`src/rtl/lives_controller.sv`:
```
// Player life counter with a post-hit invulnerability window and a blinking life-icon enable.
// Every output is registered, so each response appears one clock after its input is sampled.
module lives_controller #(
  parameter int INIT_LIVES    = 3,
  parameter int MAX_LIVES     = 5,
  parameter int INVULN_FRAMES = 120,
  parameter int BLINK_FRAMES  = 8
) (
  input  logic               clk,
  input  logic               resetN,
  input  logic               startOfFrame,
  input  logic               hit,
  input  logic               bonus,
  input  logic               newGame,
  output logic signed [15:0] lives,
  output logic               visible,
  output logic               invulnerable,
  output logic               gameOver
);

  localparam int FW = (INVULN_FRAMES < 1) ? 1 : $clog2(INVULN_FRAMES + 1);
  localparam int BW = (BLINK_FRAMES < 1) ? 1 : $clog2(BLINK_FRAMES + 1);
  localparam logic signed [15:0] INIT_L = INIT_LIVES[15:0];
  localparam logic signed [15:0] MAX_L  = MAX_LIVES[15:0];

  typedef enum logic [1:0] {PLAY, INVULN, GAME_OVER} state_t;

  state_t               state_q, state_d;
  logic signed [15:0]   lives_q, lives_d;
  logic [FW-1:0]        frame_q, frame_d;
  logic [BW-1:0]        blink_q, blink_d;
  logic                 visible_q, visible_d;
  logic                 invuln_q, gameover_q;

  function automatic logic signed [15:0] sat_inc(input logic signed [15:0] l);
    if (l >= MAX_L) return MAX_L;
    return l + 16'sd1;
  endfunction

  always_ff @(posedge clk) begin
    if (!resetN) begin
      state_q    <= PLAY;
      invuln_q   <= 1'b0;
      gameover_q <= 1'b0;
      lives_q    <= INIT_L;
      frame_q    <= '0;
      blink_q    <= '0;
      visible_q  <= 1'b1;
    end else begin
      state_q    <= state_d;
      invuln_q   <= (state_d == INVULN);
      gameover_q <= (state_d == GAME_OVER);
      lives_q    <= lives_d;
      frame_q    <= frame_d;
      blink_q    <= blink_d;
      visible_q  <= visible_d;
    end
  end

  always_comb begin
    state_d = state_q;
    if (newGame) begin
      state_d = PLAY;
    end else begin
      case (state_q)
        PLAY:      if (hit) state_d = (bonus || lives_q > 16'sd1) ? INVULN : GAME_OVER;
        INVULN:    if (startOfFrame && frame_q == FW'(1)) state_d = PLAY;
        GAME_OVER: state_d = GAME_OVER;
        default:   state_d = PLAY;
      endcase
    end
  end

  always_comb begin
    lives_d   = lives_q;
    frame_d   = frame_q;
    blink_d   = blink_q;
    visible_d = visible_q;
    if (newGame) begin
      lives_d   = INIT_L;
      frame_d   = '0;
      blink_d   = '0;
      visible_d = 1'b1;
    end else begin
      case (state_q)
        PLAY: begin
          visible_d = 1'b1;
          if (hit) begin
            if (bonus || lives_q > 16'sd1) begin
              // hit+bonus cancels out: lose one, gain one, still capped
              lives_d   = bonus ? sat_inc(lives_q - 16'sd1) : lives_q - 16'sd1;
              frame_d   = FW'(INVULN_FRAMES);
              blink_d   = '0;
              visible_d = 1'b0;
            end else begin
              lives_d = 16'sd0;
            end
          end else if (bonus) begin
            lives_d = sat_inc(lives_q);
          end
        end
        INVULN: begin
          if (bonus) lives_d = sat_inc(lives_q);
          if (startOfFrame) begin
            if (frame_q == FW'(1)) begin
              frame_d   = '0;
              blink_d   = '0;
              visible_d = 1'b1;
            end else begin
              frame_d = frame_q - FW'(1);
              if (blink_q == BW'(BLINK_FRAMES - 1)) begin
                blink_d   = '0;
                visible_d = ~visible_q;
              end else begin
                blink_d = blink_q + BW'(1);
              end
            end
          end
        end
        GAME_OVER: begin
          lives_d   = 16'sd0;
          visible_d = 1'b1;
        end
        default: begin
          lives_d   = INIT_L;
          visible_d = 1'b1;
        end
      endcase
    end
  end

  assign lives        = lives_q;
  assign visible      = visible_q;
  assign invulnerable = invuln_q;
  assign gameOver     = gameover_q;

endmodule
```
`config.mk`:
```
export PLATFORM = sky130hd
export DESIGN_NAME = lives_controller
export DESIGN_NICKNAME = d
export VERILOG_FILES = /design/src/rtl/lives_controller.sv
export SDC_FILE = /design/constraint.sdc
export NUM_CORES = 1
export LEC_CHECK = 0
export BUFFER_PORTS_ARGS = -buffer_cell sky130_fd_sc_hd__buf_2
export CORE_UTILIZATION = 55
export DETAILED_ROUTE_END_ITERATION = 6
export HOLD_SLACK_MARGIN = 0.12
export PLACE_DENSITY_LB_ADDON = 0.3
export SLEW_MARGIN = 25
export SYNTH_ARGS = -nofsm -noshare
export SYNTH_HDL_FRONTEND = slang
export SYNTH_SLANG_ARGS = --single-unit
```
`constraint.sdc`:
```
create_clock -name clk -period 3.2 [get_ports clk]
set_input_delay 0.32 -clock clk [delete_from_list [all_inputs] [get_ports clk]]
set_output_delay 0.32 -clock clk [all_outputs]
set_load 0.03 [all_outputs]
```
==> impl_metrics.py, run 1 <==
metrics = {
    "power_and_ir_drop": {
        "power_density_nw_per_um2": 328,
        "power_frac_seq": 0.396,
        "ir_drop_uv": 196,
        "comb_power_share": 0.222,
        "p_int_uw": 721,
        "power.static_leakage_nw": 1.25,
        "p_clk_frac": 0.382,
        "p_sw_frac": 0.319,
        "p_sw_uw": 338,
    },
    "cts": {
        "cts_root_buffer": "clkbuf_8",
        "clk_latency_ns": 0.30,
        "cts_buffers": 5,
        "cts_buffer_depth": 2,
        "post_cts_resized": 0,
        "holdBufCountCts": 0,
        "htreeDepth": 2,
        "clk_pin_slew_ns": 0.08,
        "cts_tree": "done",
        "clkSinkCount": 32,
        "postCtsSetupBuffers": 0,
    },
    "synth": {
        "synth_top_cell_by_area": "dfxtp_1",
        "synthTopCellsByCount": "47 x nor2_1, 36 x a21oi_1, 34 x nand2_1, 32 x dfxtp_1, 24 x nor3_1",
        "synth_most_common_cell": "nor2_1",
        "synth_nets": 427,
        "synth_ff_type": "dfxtp_1",
        "ys_top_cells_by_area": "dfxtp_1 22%, a21oi_1 6.2%, nor2_1 6.0%",
        "synth-seq-area-share": 0.219,
        "synth.distinct_cells": 64,
        "yosys_warnings": 0,
        "synth.avg_cell_area_um2": 7.09,
        "synth_area_um2": 2920,
        "synth-edff-count": 0,
        "syn_inst": 412,
        "ys_ff_latch": 32,
        "synth_top_area_share": 0.219,
        "async_reset_ff_frac": 0,
    },
    "worst_setup_path": {
        "crit_start": "lives[1]$_SDFFE_PP1P_",
        "crit_required_ns": 3.33,
        "cp_max_fo": 8,
        "reg2reg_from": "lives[1]$_SDFFE_PP1P_",
        "arrival_ns": 3.17,
        "critical_path_class": "reg -> reg",
        "worstSetupStartpointType": "flip-flop",
        "cp-end-kind": "flip-flop",
    },
    "timing": {
        "tightest_slew_ns": 1.04,
        "hold_violations": 0,
        "setup_viol": 0,
        "hold-worst-slack_ns": 0.321,
        "min_period_ns": 3.04,
        "grt_setup_unrepaired": "false",
        "maxSlewViolCount": 0,
        "max_freq_mhz": 329,
        "maxSlewHeadroom": 0.308,
        "fin_setup_tns_ns": 0,
        "min_period_over_period": 0.950,
        "worst_slack_ns": 0.159,
        "fin_skew_ns": 0.0135,
    },
    "finish": {
        "diodes": 0,
        "fin_nets": 443,
        "drive_gt1_frac": 0.142,
        "synthToLayoutAreaGrowth_pct": 10.3,
        "fin_util": 0.631,
        "fillers": 475,
    },
    "placement": {
        "gp_congestion": 0.944,
        "dp_hpwl_um": 5950,
        "dp_slack_ns": 0.253,
        "portBuffers": 24,
    },
    "global_route": {
        "grt_pass1_vias": 2659,
        "antenna_found_initial": 0,
        "grt_pass1_wl_um": 12700,
        "grt_usage": 0.299,
        "grt_max_degree": 24,
        "grt-ovfl-total": 0,
    },
    "drt": {
        "vias_per_cell": 6.43,
        "vias": 3211,
        "detail_route.wl_per_cell_um": 16.5,
        "routed_wl_um": 8250,
        "drc": 0,
        "drtAntennaViolNets": 0,
        "drt_iter0_drc": 252,
        "drt-pass1-iter-count": 5,
    },
    "die": {
        "num_rows": 26,
        "die_x_um": 74.9,
        "die_area_um2": 5610,
        "die_y_um": 74.9,
        "core-area_um2": 5110,
        "initial_core_util": 0.572,
        "io_pins": 25,
    },
    "worst_hold_path": {
        "hold_start": "newGame",
        "holdCritPathClass": "in -> reg",
    },
    "job": {
        "maxCapViolCount": 0,
    },
    "status": {
        "status": "completed",
    },
}
[cell usage in the layout (no fill, tap or decap), types with 4 or more instances in the layout]
master	Yosys	layout
buf_2	8	24
mux2i_1	8	8
ha_1	9	9
o22ai_1	5	5
nor2b_1	10	10
nor4_1	10	10
dfxtp_1	32	32
nand3b_1	6	6
nor2_1	47	47
xor2_1	9	9
xnor2_1	10	10
o21ai_0	15	15
nand2_1	34	34
inv_1	12	12
buf_4	0	17
a31oi_1	5	5
nand3_1	18	18
or3_1	6	6
a22oi_1	6	6
nor3_1	24	24
o211ai_1	4	4
a21oi_1	36	36
a221oi_1	5	5
nand2b_1	6	6
clkbuf_8	0	5
and2_1	4	4
o21ai_1	6	6
[per-stage QoR]
step / cells / area [um^2] / total power, mW
2_1_floorplan: 412 / 2920 / 0.597
3_3_place_gp: 491 / 3110 / 0.653
3_5_place_dp: 491 / 3110 / 0.657
4_1_cts: 499 / 3220 / 1.05
5_1_grt: 499 / 3220 / 1.10
6_report: 499 / 3220 / 1.06
[area by class of cell]
type / count / area [um^2] / area share
Multi-Input combinational cell: 336 / 2090 / 0.649
Sequential cell: 32 / 641 / 0.199
Timing Repair Buffer: 41 / 248 / 0.0768
Tap cell: 70 / 87.6 / 0.0272
Clock buffer: 5 / 68.8 / 0.0213
Inverter: 12 / 45.0 / 0.0140
Clock inverter: 3 / 42.5 / 0.0132
[power groups by stage]
stage / Combinational [mW] / Sequential (mW) / Clock (mW)
global route: 0.257 / 0.421 / 0.424
floorplan: 0.160 / 0.437 / 0
CTS: 0.231 / 0.418 / 0.406
detailed placement: 0.229 / 0.428 / 0
global placement: 0.226 / 0.427 / 0
finish: 0.235 / 0.419 / 0.405
[cells by family (layout without fill, tap and decap cells)]
kind of cell / count (synthesis) / after routing / synth area share
adders and majority gates: 9 / 9 / 0.0385
xor gates and xnor gates: 19 / 19 / 0.0569
and+or+nand+nor: 188 / 188 / 0.334
buffers and inverters: 44 / 61 / 0.0651
AOI/OAI and AO/OA: 111 / 111 / 0.254
muxes: 9 / 9 / 0.0325
DFF: 32 / 32 / 0.219
[worst paths after layout]
path	end	slack, ns	cells past startpoint
worst max-delay path	lives[13]$_SDFFE_PP0P_	0.16	9
worst min-delay path	visible$_SDFFE_PP1P_	0.32	3
worst max register to register	lives[13]$_SDFFE_PP0P_	0.16	9
worst min register to register	blink_q[1]$_SDFFE_PP0P_	0.48	2
[critical path, stage by stage (launching register included)]
cell,delay (ns)
dfxtp_1,0.32
inv_1,0.11
ha_1,0.32
or3b_2,0.50
a2111oi_4,0.39
o22ai_1,0.22
nand4bb_2,0.39
mux2i_1,0.29
mux2i_1,0.25
a211oi_2,0.09
[per-layer routing]
metal	routed length (um)	track usage
met5	0	0
met4	142	0.113
met3	677	0.0683
met2	3620	0.448
met1	3810	0.416
[registers in the layout, summed over array words and instances (netlist names)]
signal / cells
blink_q: 4
lives: 16
gameOver: 1
visible: 1
frame_q: 7
invulnerable: 1
state_q: 2
Power figures use the tool's default switching activity.
==> run 2: changes to the inputs <==
- SETUP_SLACK_MARGIN: not set -> 0.2
==> impl_metrics.py, run 2 (synthesized netlist as in run 1, its figures left out) <==
metrics = {
    "cts": {
        "clkSinkCount": 32,
        "cts_tree": "done",
        "post_cts_resized": 0,
        "clk_latency_ns": 0.30,
        "cts_root_buffer": "clkbuf_8",
        "clk_pin_slew_ns": 0.07,
        "holdBufCountCts": 0,
        "postCtsSetupBuffers": 0,
        "cts_buffer_depth": 2,
        "htreeDepth": 2,
        "cts_buffers": 5,
    },
    "die": {
        "die_area_um2": 5610,
        "die_x_um": 74.9,
        "die_y_um": 74.9,
        "initial_core_util": 0.572,
        "io_pins": 25,
        "core-area_um2": 5110,
        "num_rows": 26,
    },
    "finish": {
        "drive_gt1_frac": 0.153,
        "final_cell_mix": "47 x nor2_1, 36 x a21oi_1, 34 x nand2_1, 30 x dfxtp_1",
        "largest_reg_flops": 16,
        "diodes": 0,
        "fillers": 475,
        "fin_nets": 440,
        "synthToLayoutAreaGrowth_pct": 10.2,
        "fin_cells": 496,
        "design_area_um2": 3220,
        "fin_util": 0.631,
        "mostFrequentLayoutCell": "nor2_1",
    },
    "global_route": {
        "grt_usage": 0.326,
        "grt_pass1_wl_um": 13800,
        "grt_pass1_vias": 2819,
        "antenna_found_initial": 0,
        "grt-ovfl-total": 0,
        "grt_max_degree": 24,
    },
    "power_and_ir_drop": {
        "ir_drop_uv": 192,
        "p_sw_uw": 342,
        "p_sw_frac": 0.321,
        "p_int_uw": 724,
        "comb_power_share": 0.218,
        "p_clk_frac": 0.378,
        "power.static_leakage_nw": 1.25,
        "power_frac_seq": 0.404,
        "power_density_nw_per_um2": 331,
    },
    "worst_setup_path": {
        "cp-end-kind": "flip-flop",
        "crit_required_ns": 3.40,
        "arrival_ns": 3.12,
        "cp_max_fo": 18,
        "worstSetupStartpointType": "flip-flop",
        "critical_path_class": "reg -> reg",
    },
    "worst_hold_path": {
        "holdCritPathClass": "in -> reg",
    },
    "drt": {
        "drt-pass1-iter-count": 5,
        "detail_route.wl_per_cell_um": 17.3,
        "vias": 3218,
        "drtAntennaViolNets": 0,
        "routed_wl_um": 8570,
        "vias_per_cell": 6.49,
        "drt_iter0_drc": 271,
        "drc": 0,
    },
    "timing": {
        "grt_setup_unrepaired": "false",
        "max_freq_mhz": 343,
        "fin_setup_tns_ns": 0,
        "tightest_slew_ns": 1.04,
        "min_period_ns": 2.92,
        "maxSlewViolCount": 0,
        "maxSlewHeadroom": 0.305,
        "min_period_over_period": 0.912,
        "hold_violations": 0,
        "setup_viol": 0,
        "fin_skew_ns": 0.00597,
    },
    "placement": {
        "place_area_um2": 3090,
        "gp_congestion": 0.918,
        "dp_hpwl_um": 5980,
        "portBuffers": 24,
        "place_inst": 488,
    },
    "status": {
        "status": "completed",
    },
    "job": {
        "maxCapViolCount": 0,
    },
}
==> run 2: stage by stage <==
stage                     hold WS (ns)  power (mW)  setup WS, ns
after floorplan                  0.449       0.597         0.234
after global placement           0.458       0.655         0.402
after detailed placement         0.473       0.660         0.327
after CTS                        0.340        1.06         0.295
after global routing             0.356        1.11         0.130
final                            0.339        1.07         0.281
==> run 2: path summary, 6_finish.rpt <==
path,depth (start not counted),to,startpoint,slack (ns)
worst max register to register,11,lives[14]$_SDFFE_PP0P_,lives[0]$_SDFFE_PP1P_,0.28
worst min register to register,2,blink_q[1]$_SDFFE_PP0P_,blink_q[1]$_SDFFE_PP0P_,0.48
worst max-delay path,11,lives[14]$_SDFFE_PP0P_,lives[0]$_SDFFE_PP1P_,0.28
worst min-delay path,3,visible$_SDFFE_PP1P_,newGame,0.34
==> run 2: per-layer routing <==
layer | up-vias | share of wire | GRT usage
li1 | 1530 | - | -
met1 | 1476 | 0.43 | 0.433
met2 | 180 | 0.45 | 0.513
met3 | 32 | 0.094 | 0.0535
met4 | 0 | 0.033 | 0.157
met5 | - | 0 | 0
==> run 2: final cells by class <==
| type | instances | area (um^2) | area share |
|---|---|---|---|
| Clock buffer | 5 | 68.8 | 0.0214 |
| Clock inverter | 3 | 42.5 | 0.0132 |
| Inverter | 12 | 45.0 | 0.0140 |
| Multi-Input combinational cell | 336 | 2110 | 0.655 |
| Sequential cell | 32 | 643 | 0.200 |
| Tap cell | 70 | 87.6 | 0.0272 |
| Timing Repair Buffer | 38 | 225 | 0.0699 |
==> run 2: power groups by stage <==
stage	clock (mW)	combinational, mW	sequential, mW
after floorplan	0	0.160	0.437
after global placement	0	0.217	0.437
after detailed placement	0	0.222	0.439
after CTS	0.409	0.224	0.429
after global routing	0.425	0.256	0.433
final	0.403	0.232	0.431
==> run 2: critical path: stages, from the launching register on <==
cell and delay [ns]:
dfxtp_2 0.53, inv_1 0.11, ha_2 0.24, nor3b_1 0.14, buf_4 0.21, xnor2_1 0.26
nand4_1 0.21, nor4_2 0.42, o31a_1 0.20, buf_4 0.18, nand2_1 0.13, o22ai_1 0.19
